===== config.mk =====
export PLATFORM = sky130hd
export DESIGN_NAME = load_store_unit
export DESIGN_NICKNAME = d
export VERILOG_FILES = /design/src/rtl/load_store_unit.sv
export SDC_FILE = /design/constraint.sdc
export NUM_CORES = 1
export LEC_CHECK = 0
export ABC_CLOCK_PERIOD_IN_PS = 4900
export BUFFER_PORTS_ARGS = -buffer_cell sky130_fd_sc_hd__buf_4
export CELL_PAD_IN_SITES_DETAIL_PLACEMENT = 0
export CELL_PAD_IN_SITES_GLOBAL_PLACEMENT = 2
export CORE_MARGIN = 5
export CORE_UTILIZATION = 33
export DETAILED_ROUTE_END_ITERATION = 8
export GPL_TIMING_DRIVEN = 0
export HOLD_SLACK_MARGIN = 0.02
export PLACE_DENSITY = 0.87
export SYNTH_ARGS = -nofsm -noshare
export SYNTH_HDL_FRONTEND = slang
export SYNTH_SLANG_ARGS = --single-unit
export TNS_END_PERCENT = 50

===== constraint.sdc =====
create_clock -name clock -period 4.9 [get_ports clock]
set_input_delay 0.98 -clock clock [delete_from_list [all_inputs] [get_ports clock]]
set_output_delay 0.98 -clock clock [all_outputs]
set_load 0.01 [all_outputs]

===== src/rtl/load_store_unit.sv =====
// Memory-stage load/store unit: converts pipeline loads/stores into a word-aligned
// req/ack bus transaction, stalls the pipeline meanwhile and formats load data.
module load_store_unit #(
    parameter int TIMEOUT_CYCLES = 255
) (
    input  logic        clock,
    input  logic        reset_n,
    input  logic        mem_read_in,
    input  logic        mem_write_in,
    input  logic [2:0]  funct3_in,
    input  logic [31:0] addr_in,
    input  logic [31:0] store_data_in,
    output logic        stall_out,
    output logic [31:0] load_data_out,
    output logic        misaligned_out,
    output logic        bus_error_out,
    output logic        bus_req,
    output logic        bus_we,
    output logic [31:0] bus_addr,
    output logic [31:0] bus_wdata,
    output logic [3:0]  bus_wstrb,
    input  logic        bus_ack,
    input  logic [31:0] bus_rdata
);

    localparam int CNT_W = (TIMEOUT_CYCLES < 2) ? 1 : $clog2(TIMEOUT_CYCLES);
    localparam logic [CNT_W-1:0] CNT_LAST = CNT_W'(TIMEOUT_CYCLES - 1);

    typedef enum logic [1:0] {
        ST_IDLE = 2'd0,
        ST_WAIT = 2'd1,
        ST_DONE = 2'd2
    } state_t;

    state_t            state_r;
    state_t            state_next_s;
    logic [CNT_W-1:0]  count_r;
    logic [2:0]        funct3_r;
    logic [1:0]        offset_r;
    logic              bus_req_r;
    logic              bus_we_r;
    logic [31:0]       bus_addr_r;
    logic [31:0]       bus_wdata_r;
    logic [3:0]        bus_wstrb_r;
    logic [31:0]       load_data_r;
    logic              bus_error_r;

    logic              op_valid_s;
    logic              is_byte_s;
    logic              is_half_s;
    logic              misalign_raw_s;
    logic              accept_s;
    logic              timeout_s;

    function automatic logic [31:0] format_load(input logic [2:0]  f3,
                                                input logic [1:0]  off,
                                                input logic [31:0] rdata);
        logic [7:0]  b;
        logic [15:0] h;
        logic [31:0] r;
        b = rdata[{off, 3'b000} +: 8];
        h = off[1] ? rdata[31:16] : rdata[15:0];
        case (f3)
            3'b000:  r = {{24{b[7]}}, b};
            3'b100:  r = {24'h00_0000, b};
            3'b001:  r = {{16{h[15]}}, h};
            3'b101:  r = {16'h0000, h};
            default: r = rdata;
        endcase
        return r;
    endfunction

    function automatic logic [31:0] format_store(input logic [2:0]  f3,
                                                 input logic [31:0] data);
        logic [31:0] r;
        case (f3)
            3'b000:  r = {4{data[7:0]}};
            3'b001:  r = {2{data[15:0]}};
            default: r = data;
        endcase
        return r;
    endfunction

    function automatic logic [3:0] store_strobe(input logic [2:0] f3,
                                                input logic [1:0] off);
        logic [3:0] r;
        case (f3)
            3'b000:  r = 4'b0001 << off;
            3'b001:  r = off[1] ? 4'b1100 : 4'b0011;
            default: r = 4'b1111;
        endcase
        return r;
    endfunction

    // Access-size decode; code 100/101 only mean byte/half for loads.
    always_comb begin
        op_valid_s     = mem_read_in | mem_write_in;
        is_byte_s      = (funct3_in == 3'b000) | (mem_read_in & (funct3_in == 3'b100));
        is_half_s      = (funct3_in == 3'b001) | (mem_read_in & (funct3_in == 3'b101));
        misalign_raw_s = 1'b0;
        if (is_half_s) begin
            misalign_raw_s = addr_in[0];
        end else if (is_byte_s) begin
            misalign_raw_s = 1'b0;
        end else begin
            misalign_raw_s = (addr_in[1:0] != 2'b00);
        end
        accept_s  = op_valid_s & ~misalign_raw_s & (state_r == ST_IDLE);
        timeout_s = ~bus_ack & (count_r == CNT_LAST);
    end

    // FSM state register.
    always_ff @(posedge clock or negedge reset_n) begin
        if (!reset_n) begin
            state_r <= ST_IDLE;
        end else begin
            state_r <= state_next_s;
        end
    end

    // FSM next-state logic.
    always_comb begin
        state_next_s = state_r;
        case (state_r)
            ST_IDLE: begin
                if (accept_s) begin
                    state_next_s = ST_WAIT;
                end else begin
                    state_next_s = ST_IDLE;
                end
            end
            ST_WAIT: begin
                if (bus_ack || timeout_s) begin
                    state_next_s = ST_DONE;
                end else begin
                    state_next_s = ST_WAIT;
                end
            end
            ST_DONE: state_next_s = ST_IDLE;
            default: state_next_s = ST_IDLE;
        endcase
    end

    // FSM combinational outputs: stall is released only in DONE.
    always_comb begin
        stall_out      = 1'b0;
        misaligned_out = 1'b0;
        case (state_r)
            ST_IDLE: begin
                stall_out      = op_valid_s & ~misalign_raw_s;
                misaligned_out = op_valid_s & misalign_raw_s;
            end
            ST_WAIT: begin
                stall_out      = op_valid_s & ~misalign_raw_s;
                misaligned_out = 1'b0;
            end
            ST_DONE: begin
                stall_out      = 1'b0;
                misaligned_out = 1'b0;
            end
            default: begin
                stall_out      = 1'b0;
                misaligned_out = 1'b0;
            end
        endcase
    end

    // Registered bus request, timeout counter and load-data capture.
    always_ff @(posedge clock or negedge reset_n) begin
        if (!reset_n) begin
            bus_req_r   <= 1'b0;
            bus_we_r    <= 1'b0;
            bus_addr_r  <= 32'h0000_0000;
            bus_wdata_r <= 32'h0000_0000;
            bus_wstrb_r <= 4'b0000;
            load_data_r <= 32'h0000_0000;
            bus_error_r <= 1'b0;
            count_r     <= {CNT_W{1'b0}};
            funct3_r    <= 3'b000;
            offset_r    <= 2'b00;
        end else begin
            bus_error_r <= 1'b0;
            case (state_r)
                ST_IDLE: begin
                    if (accept_s) begin
                        bus_req_r   <= 1'b1;
                        bus_we_r    <= mem_write_in;
                        bus_addr_r  <= {addr_in[31:2], 2'b00};
                        bus_wdata_r <= mem_write_in ? format_store(funct3_in, store_data_in)
                                                    : 32'h0000_0000;
                        bus_wstrb_r <= mem_write_in ? store_strobe(funct3_in, addr_in[1:0])
                                                    : 4'b0000;
                        funct3_r    <= funct3_in;
                        offset_r    <= addr_in[1:0];
                        count_r     <= {CNT_W{1'b0}};
                    end
                end
                ST_WAIT: begin
                    // An ack arriving on the final timeout cycle still completes normally.
                    if (bus_ack) begin
                        bus_req_r <= 1'b0;
                        if (!bus_we_r) begin
                            load_data_r <= format_load(funct3_r, offset_r, bus_rdata);
                        end
                    end else if (timeout_s) begin
                        bus_req_r   <= 1'b0;
                        load_data_r <= 32'h0000_0000;
                        bus_error_r <= 1'b1;
                    end else begin
                        count_r <= count_r + CNT_W'(1);
                    end
                end
                ST_DONE: begin
                    count_r <= {CNT_W{1'b0}};
                end
                default: begin
                    bus_req_r <= 1'b0;
                end
            endcase
        end
    end

    assign bus_req       = bus_req_r;
    assign bus_we        = bus_we_r;
    assign bus_addr      = bus_addr_r;
    assign bus_wdata     = bus_wdata_r;
    assign bus_wstrb     = bus_wstrb_r;
    assign load_data_out = load_data_r;
    assign bus_error_out = bus_error_r;

endmodule


==> results.py, run 1 <==
metrics = {
    "run_status": {
        "status": "finished, final reports clean",
    },
    "clock_tree": {
        "ctsLongestPathBuffers": 2,
        "cts_num_sinks": 116,
        "clkLatencyLatePin_ns": 0.41,
        "htreeDepth": 4,
        "cts_resized": 0,
        "cts_tree": "built",
        "cts_buffers": 17,
        "postCtsHoldBufs": 0,
        "cts_setup_buffers": 0,
        "clk_pin_slew_worst_paths_ns": 0.06,
        "ctsRootBufferMaster": "clkbuf_16",
    },
    "cells_and_area": {
        "n_antenna_cell": 0,
        "drive_gt1_share_pct": 40.2,
        "n_fill_cell": 1640,
        "multi_input_area_sq_um": 2630,
        "area_growth_pct": 43.1,
        "ff_latch_area_sq_um": 2900,
        "nets": 866,
        "fin_util_pct": 48.2,
    },
    "floorplan": {
        "die-area_sq_um": 20400,
        "initial_core_util_pct": 33.7,
        "rows": 48,
        "die_w_um": 143,
        "ios": 209,
        "die_h_um": 143,
        "core-area_sq_um": 17300,
    },
    "sta": {
        "maxSlewViolCount": 0,
        "fin_tns_setup_ns": 0,
        "hold_viol": 0,
        "worst_slew_pin_slew_ns": 0.748,
        "rsz0062_at_grt": "false",
        "fin_skew_ns": 0.00700,
        "fin_crit_ns": 3.11,
        "setup_violations": 0,
        "period_share_pct": 63.5,
        "layout_setup_ws_ns": 1.79,
        "relSlewSlack_pct": 49.7,
        "fmax_mhz": 321,
    },
    "detailed_routing": {
        "wirelength_mm": 18.4,
        "dr.first_iter.drc_count": 231,
        "ant_nets": 0,
        "via_count": 4931,
        "drc": 0,
        "dr.pass1.iters": 4,
        "wl_per_cell_um": 18.4,
        "via_per_inst": 4.94,
    },
    "synth": {
        "synth_top_area_share_pct": 49.8,
        "seq_area_frac_synth_pct": 49.8,
        "synth_edf_count": 0,
        "synth_common_cells": "116 x dfrtp_1, 78 x nand2_1, 41 x mux2i_1",
        "synth-main-ff-cell": "dfrtp_1",
        "synth_area_leaders": "dfrtp_1 50%, mux2_4 8.0%, mux2i_1 7.0%",
        "yosysUniqueCellTypes": 52,
        "async_flop_share_pct": 100,
        "yosys.area.top_type": "dfrtp_1",
        "yosysMostFrequentCell": "dfrtp_1",
        "yosysWarnings": 0,
        "syn_area_sq_um": 5830,
        "syn-mean-instance-area_sq_um": 10.9,
        "synthesis.instances": 536,
        "synth-seq-cells": 116,
    },
    "power_and_ir_drop": {
        "p_switching_mw": 1.51,
        "power_leakage_nw": 4.21,
        "swShare_pct": 31.9,
        "power_mw": 4.73,
        "peakVddDrop_uv": 272,
        "seqPwrFrac_pct": 33.0,
        "powerDensity_nw_per_um2": 567,
        "clkPwrFrac_pct": 29.9,
        "comb_power_share_pct": 37.1,
        "p_int_mw": 3.22,
    },
    "min_path": {
        "hold_class": "reg -> reg",
        "min_path_cells": 2,
    },
    "grt": {
        "grt_max_degree": 65,
        "grt_pass1_vias": 5282,
        "grt_pass1_wl_mm": 28.8,
        "grt_antenna_before_repair": 0,
        "gr-total-overflow": 0,
        "grt_use_total_pct": 18.1,
    },
    "worst_setup_path": {
        "end_kind": "primary output",
        "crit_fanout": 7,
        "r2r-end": "load_data_out[13]$_DFFE_PN0P_",
        "worstSetupEndpoint": "misaligned_out",
        "cp-startpoint": "funct3_in[1]",
        "timing_worst_setup_path_type": "in -> out",
        "reg2reg_slack_ns": 2.77,
        "r2r_start": "offset_r[1]$_DFFE_PN0P_",
        "required_ns": 3.92,
        "start_kind": "input port",
        "worstPathArrival_ns": 2.13,
        "reg2reg_depth": 5,
    },
    "place": {
        "dp_hpwl_mm": 14.1,
        "port-buffer-count": 203,
        "gp_congestion": 0.819,
        "place_ws_ns": 1.78,
    },
    "flow_run": {
        "maxCapViolations": 0,
    },
}
[layout by cell type (no fill, tap or decap), types with 2 or more instances in the layout]
cell / netlist / layout
a211o_1: 2 / 2
a21boi_0: 10 / 10
a21oi_1: 16 / 16
a221o_1: 8 / 8
a22oi_1: 17 / 17
a32o_1: 2 / 2
and3_1: 3 / 3
buf_2: 7 / 7
buf_4: 2 / 204
buf_6: 5 / 6
bufinv_16: 0 / 6
clkbuf_1: 22 / 24
clkbuf_16: 0 / 17
clkinvlp_4: 0 / 5
conb_1: 1 / 2
dfrtp_1: 116 / 116
ha_1: 2 / 2
inv_1: 32 / 32
mux2_2: 24 / 24
mux2_4: 31 / 31
mux2i_1: 41 / 41
nand2_1: 78 / 78
nand2b_1: 5 / 5
nand3_1: 8 / 8
nand3b_1: 3 / 3
nand4_1: 2 / 2
nor2_1: 16 / 16
nor2b_1: 9 / 9
nor3_1: 2 / 2
nor3b_1: 6 / 6
o211ai_1: 8 / 8
o21ai_0: 27 / 27
o31ai_1: 4 / 4
o41ai_1: 2 / 2
or2_2: 2 / 2
or3_1: 3 / 3
or4_1: 2 / 2
[how the worst min path moves through the flow]
stage,from,endpoint,slack [ns]
6_report,load_data_out[7]$_DFFE_PN0P_,load_data_out[7]$_DFFE_PN0P_,0.48
5_1_grt,load_data_out[17]$_DFFE_PN0P_,load_data_out[17]$_DFFE_PN0P_,0.53
4_1_cts,load_data_out[7]$_DFFE_PN0P_,load_data_out[7]$_DFFE_PN0P_,0.48
3_5_place_dp,load_data_out[7]$_DFFE_PN0P_,load_data_out[7]$_DFFE_PN0P_,0.46
3_3_place_gp,load_data_out[7]$_DFFE_PN0P_,load_data_out[7]$_DFFE_PN0P_,0.46
2_1_floorplan,count_r[7]$_DFFE_PN0P_,count_r[7]$_DFFE_PN0P_,0.48
[metrics by stage]
step	hold WS [ns]	instances	area, sq um
5_1_grt	0.527	998	8340
2_1_floorplan	0.477	537	5840
3_3_place_gp	0.465	965	7640
6_report	0.482	998	8340
4_1_cts	0.481	998	8340
3_5_place_dp	0.463	966	7670
[final cells by class]
cell class                      count  share of cell area (%)
Buffer                             37                    2.31
Clock buffer                       19                    5.19
Clock inverter                     13                    2.77
Inverter                           32                    1.44
Multi-Input combinational cell    352                    31.5
Sequential cell                   116                    34.8
Tap cell                          225                    3.37
Timing Repair Buffer              204                    18.6
[critical path: stages]
cell and delay (ns):
clkbuf_1 0.29, a21oi_2 0.05, a21oi_1 0.26, nor4b_1 0.36
buf_4 0.20
[sequential cells by signal, indices dropped and copies added (netlist names)]
name,cells
bus_we,1
count_r,8
funct3_r,3
bus_wdata,32
offset_r,2
bus_wstrb,4
bus_req,1
load_data_out,32
state_r,2
bus_error_out,1
bus_addr,30
[logic make-up after synthesis]
group,after synthesis,synth area share (%)
and+or+nand+nor,147,12.2
adders and majority gates,2,0.429
muxes,97,20.0
buffers and inverters,69,5.36
other,1,0.0643
DFF,116,49.8
AOI/OAI and AO/OA,104,12.1
[power groups by stage]
stage	sequential (mW)	clock, mW	combinational, mW
6_report	1.56	1.42	1.75
5_1_grt	1.61	1.50	1.91
4_1_cts	1.56	1.45	1.78
3_5_place_dp	1.57	0	1.78
3_3_place_gp	1.56	0	1.74
2_1_floorplan	1.69	0	0.764
[per-layer routing]
layer  wire [um]  global-route usage [%]  up-vias
li1            -                       -     2335
met1        7560                    22.9     2381
met2        8840                    28.9      194
met3        1700                    6.76       21
met4         293                    5.65        0
met5           0                       0        -
Power figures use the tool's default switching activity.
==> run 2, diff against run 1 <==
Settings changed: ABC_AREA set to 1, ABC_CLOCK_PERIOD_IN_PS 4900 to 2890, CORE_UTILIZATION 33 to 27, PLACE_DENSITY 0.87 to 0.81.
Clock period 4.9 ns to 2.89 ns, I/O delays scaled along.
==> run 2 against run 1 <==
Compared with the run above:
- wire length up 9.7%
- non-clock buffer count grew 5
- sequential power rose by 64%
- global-route usage is 1.3 points lower
- cell area shrank 0.91%
- register-to-register slack got worse by 1.5 ns
- critical endpoint is now stall_out
- highest routed layer unchanged
==> results.py, run 2 <==
metrics = {
    "run_status": {
        "status": "finished, final reports clean",
    },
    "worst_setup_path": {
        "reg2reg_depth": 11,
        "r2r-end": "load_data_out[29]$_DFFE_PN0P_",
        "path_cells": "buf_4, inv_1, nand2_1, nand2_1, nand2_1, nor2_1, buf_4",
        "start_kind": "input port",
        "end_kind": "primary output",
        "r2r_start": "count_r[0]$_DFFE_PN0P_",
        "worstSetupEndpoint": "stall_out",
        "crit_slowest_cell": "nand2_1",
        "cp_slowest_stage_delay_ns": 0.15,
        "cp-startpoint": "addr_in[1]",
        "timing_worst_setup_path_type": "in -> out",
        "critPathMostFrequentCell": "nand2_1",
        "worstPathArrival_ns": 1.33,
        "crit_fanout": 4,
        "reg2reg_slack_ns": 1.26,
        "required_ns": 2.31,
    },
    "sta": {
        "fin_crit_ns": 1.91,
        "setup_violations": 0,
        "maxSlewViolCount": 0,
        "period_share_pct": 66.0,
        "worst_slew_pin_slew_ns": 0.587,
        "fin_skew_ns": 0.00616,
        "hold_viol": 0,
        "fin_tns_setup_ns": 0,
        "relSlewSlack_pct": 60.9,
        "fmax_mhz": 524,
        "rsz0062_at_grt": "false",
    },
    "grt": {
        "grt_pass1_wl_mm": 32.0,
        "grt-busiest-layer": "met2",
        "gr-total-overflow": 0,
        "use_met2_pct": 26.2,
        "grt_max_degree": 85,
        "grt_pass1_vias": 5755,
        "grt_antenna_before_repair": 0,
        "grtUsageMet3_pct": 8.38,
        "use_met1_pct": 21.2,
        "grt_use_total_pct": 16.8,
    },
    "place": {
        "gp_congestion": 0.826,
        "dp_hpwl_mm": 15.4,
        "port-buffer-count": 206,
    },
    "synth": {
        "synth_area_leaders": "dfrtp_1 50%, nand2_1 19%, nor2_1 4.5%",
        "syn_area_sq_um": 5770,
        "synthesis.instances": 756,
        "synth_common_cells": "298 x nand2_1, 116 x dfrtp_1, 69 x nor2_1",
        "synth-seq-cells": 116,
        "syn-mean-instance-area_sq_um": 7.63,
        "synth_edf_count": 0,
        "yosysUniqueCellTypes": 31,
        "yosysWarnings": 0,
        "synth_top_area_share_pct": 50.3,
        "synth-main-ff-cell": "dfrtp_1",
        "seq_area_frac_synth_pct": 50.3,
        "yosysMostFrequentCell": "nand2_1",
        "async_flop_share_pct": 100,
        "yosys.area.top_type": "dfrtp_1",
    },
    "power_and_ir_drop": {
        "seqPwrFrac_pct": 33.9,
        "clkPwrFrac_pct": 27.2,
        "swShare_pct": 37.3,
        "comb_power_share_pct": 38.9,
        "power_leakage_nw": 4.48,
        "p_int_mw": 4.73,
        "peakVddDrop_uv": 422,
        "p_switching_mw": 2.82,
        "powerDensity_nw_per_um2": 913,
    },
    "detailed_routing": {
        "ant_nets": 0,
        "wirelength_mm": 20.2,
        "wl_per_cell_um": 15.9,
        "via_count": 5528,
        "drc": 0,
        "dr.first_iter.drc_count": 253,
        "via_per_inst": 4.35,
        "dr.pass1.iters": 5,
    },
    "flow_run": {
        "maxCapViolations": 0,
    },
    "clock_tree": {
        "clk_pin_slew_worst_paths_ns": 0.06,
        "cts_resized": 0,
        "ctsRootBufferMaster": "clkbuf_16",
        "cts_num_sinks": 116,
        "cts_setup_buffers": 0,
        "cts_tree": "built",
        "htreeDepth": 4,
        "clkLatencyLatePin_ns": 0.42,
        "ctsLongestPathBuffers": 2,
        "cts_buffers": 17,
        "postCtsHoldBufs": 0,
    },
    "cells_and_area": {
        "final_cell_mix": "298 x nand2_1, 211 x buf_4, 116 x dfrtp_1, 69 x nor2_1, 55 x inv_1",
        "nets": 1089,
        "drive_gt1_share_pct": 29.1,
        "final_common_cell": "nand2_1",
        "fin_util_pct": 39.3,
        "area_growth_pct": 43.3,
    },
    "floorplan": {
        "die_h_um": 156,
        "die-area_sq_um": 24400,
        "rows": 53,
        "initial_core_util_pct": 27.4,
        "core-area_sq_um": 21000,
        "die_w_um": 156,
        "ios": 209,
    },
    "min_path": {
        "hold_class": "in -> async",
    },
}
run 2: cell types whose count changed after synthesis, moves of 18 or more:
cell	change
clkbuf_1	-18
inv_1	+23
mux2_2	-24
mux2_4	-31
mux2i_1	-41
nand2_1	+220
nand3_1	+39
nor2_1	+53
o21ai_1	+31
run 2: cells by family after synthesis:
logic type / Yosys count / share of synthesized area [%]
flip-flops: 116 / 50.3
AO/OA/AOI/OAI: 105 / 9.67
AND/OR/NAND/NOR: 431 / 30.6
adder cells (fa/ha/maj): 2 / 0.434
other: 1 / 0.0650
XOR/XNOR: 1 / 0.152
buffers and inverters: 100 / 8.79
run 2: worst min path at each step:
stage	slack, ns	depth (start not counted)	startpoint	to
after CTS	0.03	1	reset_n	bus_wdata[17]$_DFFE_PN0P_
after detailed placement	0.47	2	bus_wdata[15]$_DFFE_PN0P_	bus_wdata[15]$_DFFE_PN0P_
after floorplan	0.28	0	reset_n	bus_addr[10]$_DFFE_PN0P_
final	0.04	1	reset_n	bus_wdata[17]$_DFFE_PN0P_
after global placement	0.46	2	bus_addr[19]$_DFFE_PN0P_	bus_addr[19]$_DFFE_PN0P_
after global routing	0.05	1	reset_n	bus_wdata[17]$_DFFE_PN0P_
run 2: final cells by class:
class	instances	area, sq um
flip-flops and latches	116	2900
diodes	1	2.50
repair buffers	207	1580
well taps	275	344
multi-input cells	541	2360
clock buffers	17	425
plain buffers	39	272
fillers	2233	12800
clock inverters	15	146
inverters	61	235
run 2: through the flow:
| stage | setup WS [ns] | std cells | hold WS (ns) | cell area (sq um) | power, mW |
|---|---|---|---|---|---|
| global placement | 0.802 | 1238 | 0.462 | 7660 | 5.57 |
| detailed placement | 0.820 | 1239 | 0.467 | 7690 | 5.57 |
| floorplan | 1.23 | 757 | 0.282 | 5770 | 4.05 |
| global route | 0.855 | 1271 | 0.0505 | 8270 | 8.13 |
| finish | 0.982 | 1272 | 0.0422 | 8270 | 7.55 |
| CTS | 0.944 | 1271 | 0.0344 | 8270 | 7.68 |
run 2: power groups by stage:
stage               Combinational, mW  Sequential (mW)  Clock [mW]
floorplan                        1.26             2.80           0
CTS                              3.00             2.57        2.11
global route                     3.29             2.65        2.19
global placement                 3.00             2.57           0
finish                           2.94             2.56        2.06
detailed placement               3.00             2.58           0
run 2: worst max-delay path, delay by kind of cell:
kind / cells / cell delay [ns]
buf+inv: 3 / 0.35
simple gates: 4 / 0.39
run 2: layer usage:
layer	part of all wire (%)	vias to the layer above
met4	0.90	0
li1	-	2834
met3	10	16
met5	0	-
met2	45	173
met1	44	2505
